$ cat src/rtl/ex_muldiv.sv
// ex_muldiv: iterative 32x32 multiply / 32/32 divide unit for the EX stage.
// Handles MULT/MULTU/DIV/DIVU in 33 cycles (32 radix-2 steps plus one
// sign-fix/write cycle). It owns the HI/LO registers, including MTHI/MTLO
// writes, and produces the pipeline stall.
module ex_muldiv (
    input  logic        clk,
    input  logic        rst_n,
    input  logic        start,
    input  logic [1:0]  op,
    input  logic [31:0] rs_data,
    input  logic [31:0] rt_data,
    input  logic        flush,
    input  logic        hilo_we,
    input  logic        hilo_sel,
    input  logic [31:0] hilo_wdata,
    output logic        stall,
    output logic        busy,
    output logic        done,
    output logic [31:0] hi,
    output logic [31:0] lo
);

    typedef enum logic [1:0] {IDLE, CALC, FIX} state_t;

    // Request captured at accept. The operands themselves live in acc/opnd.
    typedef struct packed {
        logic [1:0] op;
        logic       neg_a;   // rs was negative (signed ops only)
        logic       neg_b;   // rt was negative (signed ops only)
    } req_t;

    state_t      state;
    req_t        req;
    logic [5:0]  cnt;
    logic [63:0] acc;        // mul: {partial product, multiplier}; div: {remainder, dividend/quotient}
    logic [31:0] opnd;       // mul: multiplicand; div: divisor

    logic        accept;
    logic        is_signed;
    logic [31:0] rs_mag;
    logic [31:0] rt_mag;
    logic        fix_wr;

    logic [32:0] mul_sum;
    logic [32:0] div_trial;
    logic        div_ge;
    logic [31:0] div_rem;
    logic [63:0] step_acc;

    logic        res_neg;
    logic [63:0] prod;
    logic [31:0] quo;
    logic [31:0] rem;
    logic [31:0] res_hi;
    logic [31:0] res_lo;

    assign busy      = (state != IDLE);
    assign stall     = busy | (start & ~done & ~flush);
    // A done pulse blocks re-acceptance, so the held instruction can leave EX.
    assign accept    = start & (state == IDLE) & ~done & ~flush;
    assign is_signed = ~op[0];
    assign rs_mag    = (is_signed & rs_data[31]) ? (32'd0 - rs_data) : rs_data;
    assign rt_mag    = (is_signed & rt_data[31]) ? (32'd0 - rt_data) : rt_data;
    assign fix_wr    = (state == FIX) & ~flush;

    // One radix-2 step. The multiply adds and shifts right. The divide shifts left
    // and subtracts when the trial remainder covers the divisor. The remainder is
    // below 2*divisor, so the 32-bit difference never truncates.
    always_comb begin
        mul_sum   = {1'b0, acc[63:32]} + (acc[0] ? {1'b0, opnd} : 33'd0);
        div_trial = acc[63:31];
        div_ge    = (div_trial >= {1'b0, opnd});
        div_rem   = div_trial[31:0] - opnd;
        step_acc  = {mul_sum, acc[31:1]};
        if (req.op[1]) begin
            if (div_ge)
                step_acc = {div_rem, acc[30:0], 1'b1};
            else
                step_acc = {div_trial[31:0], acc[30:0], 1'b0};
        end
    end

    // Sign fix and result selection for the FIX write.
    // A zero divisor gives an all-ones quotient and a remainder equal to |rs|.
    // Restoring the sign of rs therefore returns hi = rs_data directly.
    always_comb begin
        res_neg = req.neg_a ^ req.neg_b;
        prod    = res_neg ? (64'd0 - acc) : acc;
        quo     = res_neg ? (32'd0 - acc[31:0]) : acc[31:0];
        rem     = req.neg_a ? (32'd0 - acc[63:32]) : acc[63:32];
        res_hi  = prod[63:32];
        res_lo  = prod[31:0];
        if (req.op[1]) begin
            res_hi = rem;
            res_lo = (opnd == 32'd0) ? 32'hFFFF_FFFF : quo;
        end
    end

    // Control FSM plus working registers; done is registered off FIX.
    always_ff @(posedge clk or negedge rst_n) begin
        if (!rst_n) begin
            state <= IDLE;
            req   <= '0;
            cnt   <= 6'd0;
            acc   <= 64'd0;
            opnd  <= 32'd0;
            done  <= 1'b0;
        end else begin
            done <= 1'b0;
            case (state)
                IDLE: begin
                    if (accept) begin
                        req.op    <= op;
                        req.neg_a <= is_signed & rs_data[31];
                        req.neg_b <= is_signed & rt_data[31];
                        opnd      <= op[1] ? rt_mag : rs_mag;
                        acc       <= {32'd0, (op[1] ? rs_mag : rt_mag)};
                        cnt       <= 6'd32;
                        state     <= CALC;
                    end
                end
                CALC: begin
                    if (flush) begin
                        state <= IDLE;
                    end else begin
                        acc <= step_acc;
                        cnt <= cnt - 6'd1;
                        if (cnt == 6'd1)
                            state <= FIX;
                    end
                end
                FIX: begin
                    state <= IDLE;
                    if (!flush)
                        done <= 1'b1;
                end
                default: state <= IDLE;
            endcase
        end
    end

    // HI/LO change only on a FIX write or an MTHI/MTLO accepted in IDLE.
    // A write that coincides with an accept lands first. The result overwrites it later.
    always_ff @(posedge clk or negedge rst_n) begin
        if (!rst_n) begin
            hi <= 32'd0;
            lo <= 32'd0;
        end else if (fix_wr) begin
            hi <= res_hi;
            lo <= res_lo;
        end else if (hilo_we && (state == IDLE)) begin
            if (hilo_sel)
                hi <= hilo_wdata;
            else
                lo <= hilo_wdata;
        end
    end

endmodule

$ cat config.mk
export PLATFORM = sky130hd
export DESIGN_NAME = ex_muldiv
export DESIGN_NICKNAME = d
export VERILOG_FILES = /design/src/rtl/ex_muldiv.sv
export SDC_FILE = /design/constraint.sdc
export NUM_CORES = 1
export LEC_CHECK = 0
export BUFFER_PORTS_ARGS = -buffer_cell sky130_fd_sc_hd__clkbuf_2
export CORE_ASPECT_RATIO = 2
export CORE_MARGIN = 3
export CORE_UTILIZATION = 56
export CTS_BUF_LIST = sky130_fd_sc_hd__clkbuf_4
export CTS_CLUSTER_DIAMETER = 100
export DETAILED_ROUTE_END_ITERATION = 10
export PLACE_DENSITY = 0.8
export SLEW_MARGIN = 20
export SYNTH_ARGS = -nofsm -noshare
export SYNTH_HDL_FRONTEND = slang
export SYNTH_SLANG_ARGS = --single-unit
export TNS_END_PERCENT = 100
$ cat constraint.sdc
create_clock -name clk -period 2.9 [get_ports clk]
set_input_delay 0.435 -clock clk [delete_from_list [all_inputs] [get_ports clk]]
set_output_delay 0.435 -clock clk [all_outputs]
set_load 0.02 [all_outputs]
==> out/metrics.cfg <==
[final_layout]
layoutNonFillerInstCount = 2781
syn2layout_area_growth_pct = 35.80
fin_area_sq_mm = 0.02071
fin_util_pct = 77.89
nets = 2597
drive_gt1_share_pct = 32.92

[run]
drv_cap = 0

[placement]
numPortBuffers = 170
dp_slack_ns = -0.5647
place_congestion = 1.031
placed_cell_area_sq_mm = 0.01891
dp_cells = 2697
dp_hpwl_microns = 53280

[critical_path]
crit_arrival_ns = 3.83
crit_required_ns = 3.49
worst-setup-path-type = reg -> reg
cp-start-kind = flip-flop
crit_fanout = 3
endpoint_kind = flip-flop

[synth]
synthXorXnorAreaFrac_pct = 10.16
synthTopCellsByCount = nor2_1, a21oi_1, nand2_1
avgSynthCellArea_sq_um = 7.822
synth-seq-cells = 172
ys.flop_type = dfrtp_1
yosys-mux-area-fraction_pct = 7.260
synth_cell_types = 82
synth_seq_area_share_pct = 28.22
yosys.area.top_type = dfrtp_1
synth-edff-count = 0
syn_area_sq_mm = 0.01525
synth_top_area_share_pct = 28.22
synthSimpleGateAreaFrac_pct = 19.76
synth_nets = 2126
synthArstFlopShare_pct = 100.0
syn_inst = 1950
synthTopCellsByArea = dfrtp_1, a21oi_1, mux2i_1
synth_compound_gate_area_share_pct = 23.86
synthAdderAreaFrac_pct = 6.005
yosys_warnings = 0
synth_top_family_by_area = compound AO/OA/AOI/OAI gates
synth.most_common_cell = nor2_1

[cts]
cts_tree = yes
h-tree-depth = 4
clk_path_buf_depth = 2
numCtsBuffers = 17
cts-root-buf = clkbuf_4
cts_sinks = 172
insertion_delay_ns = 0.70
cts.clk_slew.worst_paths_ns = 0.17

[power_and_ir_drop]
p_leak_nw = 9.514
power.total_mw = 22.72
ir_drop_mv = 0.5782
powerDensity_mw_per_mm2 = 1097

[sta]
maxSlewViolCount = 0
worstMarginPinSlew_ns = 1.222
setup_viol = 32
rsz0062_at_grt = true
timing.final.hold_violations = 0
period_needed_ns = 3.245
skew_ns = 0.04093
holdWs_ns = 0.05514
relSlewSlack_pct = 17.97
period_share_pct = 111.9
fin_tns_setup_ns = -4.233
fmax_mhz = 308.2
layout_setup_ws_ns = -0.3446

[detailed_routing]
routed_wl_microns = 70660
wl_met3_microns = 5922
drt-wirelength-per-cell_microns = 25.41
ant_nets = 0
drc = 0
dr.pass1.iters = 8
dr.max_layer_used = met4
vias_per_cell = 6.486
dr_wl_met2_microns = 33590
dr_total_vias = 18037
drt-met1-wl_microns = 21920
drtIter0Drc = 1713

[die]
start_util_pct = 57.36
ios = 171
core_area_sq_mm = 0.02659
die_area_sq_mm = 0.02937
num_rows = 84
die_y_microns = 239.4
die_x_microns = 122.7

[worst_hold_path]
hp-class = in -> reg

[grt]
antenna_found_initial = 5
track_usage_pct = 47.60
overflow = 0
grt_first_pass_wirelength_microns = 103200
grt_pass1_vias = 18038
grt_max_degree = 78

[run_status]
violations = setup timing
status = finished, violations left

[cell usage in the layout (no fill, tap or decap), types with 27 or more instances in the layout]
cell type    n
clkbuf_2   169
dfrtp_1    165
ha_1        54
o21ai_1     27
nor3_1      43
xnor2_1    104
buf_4      359
a21oi_1    186
xor2_1      62
nand2_1    165
inv_1       65
nor2_1     204
o21ai_0    124
mux2i_1    105
nor2b_1     27
a22oi_1     30
[kinds of logic (layout without fill, tap and decap cells)]
group                      count (synthesis)  count (layout)
adders and majority gates                 72              72
other                                      0               4
xor gates and xnor gates                 177             177
buffers and inverters                    190             673
muxes                                    110             110
DFF                                      172             172
AOI/OAI and AO/OA                        600             600
and+or+nand+nor                          629             629
[worst max-delay path: stages, from the launching register on]
cell and delay [ns]:
dfrtp_1 0.43, buf_6 0.12, ha_4 0.14, inv_2 0.04, fa_2 0.41, a211oi_4 0.27, o21ai_4 0.15, a21oi_4 0.20
o31ai_4 0.09, buf_4 0.18, a2111oi_4 0.39, o31ai_4 0.12, a31oi_4 0.25, xor2_4 0.26, a221oi_2 0.09
[worst paths after layout]
check | to | depth (start not counted) | startpoint | slack (ns)
setup / recovery | acc[60] | 14 | opnd[0] | -0.34
min in group asynchronous | acc[41] | 2 | rst_n | 0.21
setup reg to reg | acc[60] | 14 | opnd[0] | -0.34
max in group asynchronous | acc[20] | 3 | rst_n | 1.86
hold reg to reg | opnd[12] | 2 | opnd[12] | 0.53
hold / removal | lo[0] | 3 | hilo_wdata[0] | 0.06
[per-layer routing]
layer | vias to the layer above | track usage, %
met3 | 510 | 14.44
met5 | - | 0
met4 | 0 | 49.83
li1 | 7968 | -
met2 | 1067 | 77.20
met1 | 8492 | 45.02
[layout make-up]
class	count	area, sq um
clock inverters	14	127.6
flip-flops and latches	172	4315
fillers	1980	5878
clock buffers	17	127.6
diodes	4	10.01
inverters	76	290.3
multi-input cells	1588	11310
repair buffers	566	4104
well taps	344	430.4
[state kept, by name (all words and copies together) (netlist names)]
name,flops
acc,64
hi,32
lo,32
opnd,32
cnt,6
req,3
state,2
done,1
[report_power, final]
part	switching, mW	internal, mW
clock network	1.06	0.374
registers	0.785	3.17
logic	9.75	7.58
total	11.6	11.1
[what timing repair did]
item | in CTS | in global routing
pin swaps | 68 | 86
endpoints found under the hold margin | 41 | 0
setup endpoints to repair | 53 | 72
resized for setup | 148 | 116
gates cloned | 1 | 0
hold buffers | 1 | 0
setup buffers | 29 | 28
Note: power is estimated with default switching activity, not from simulation.
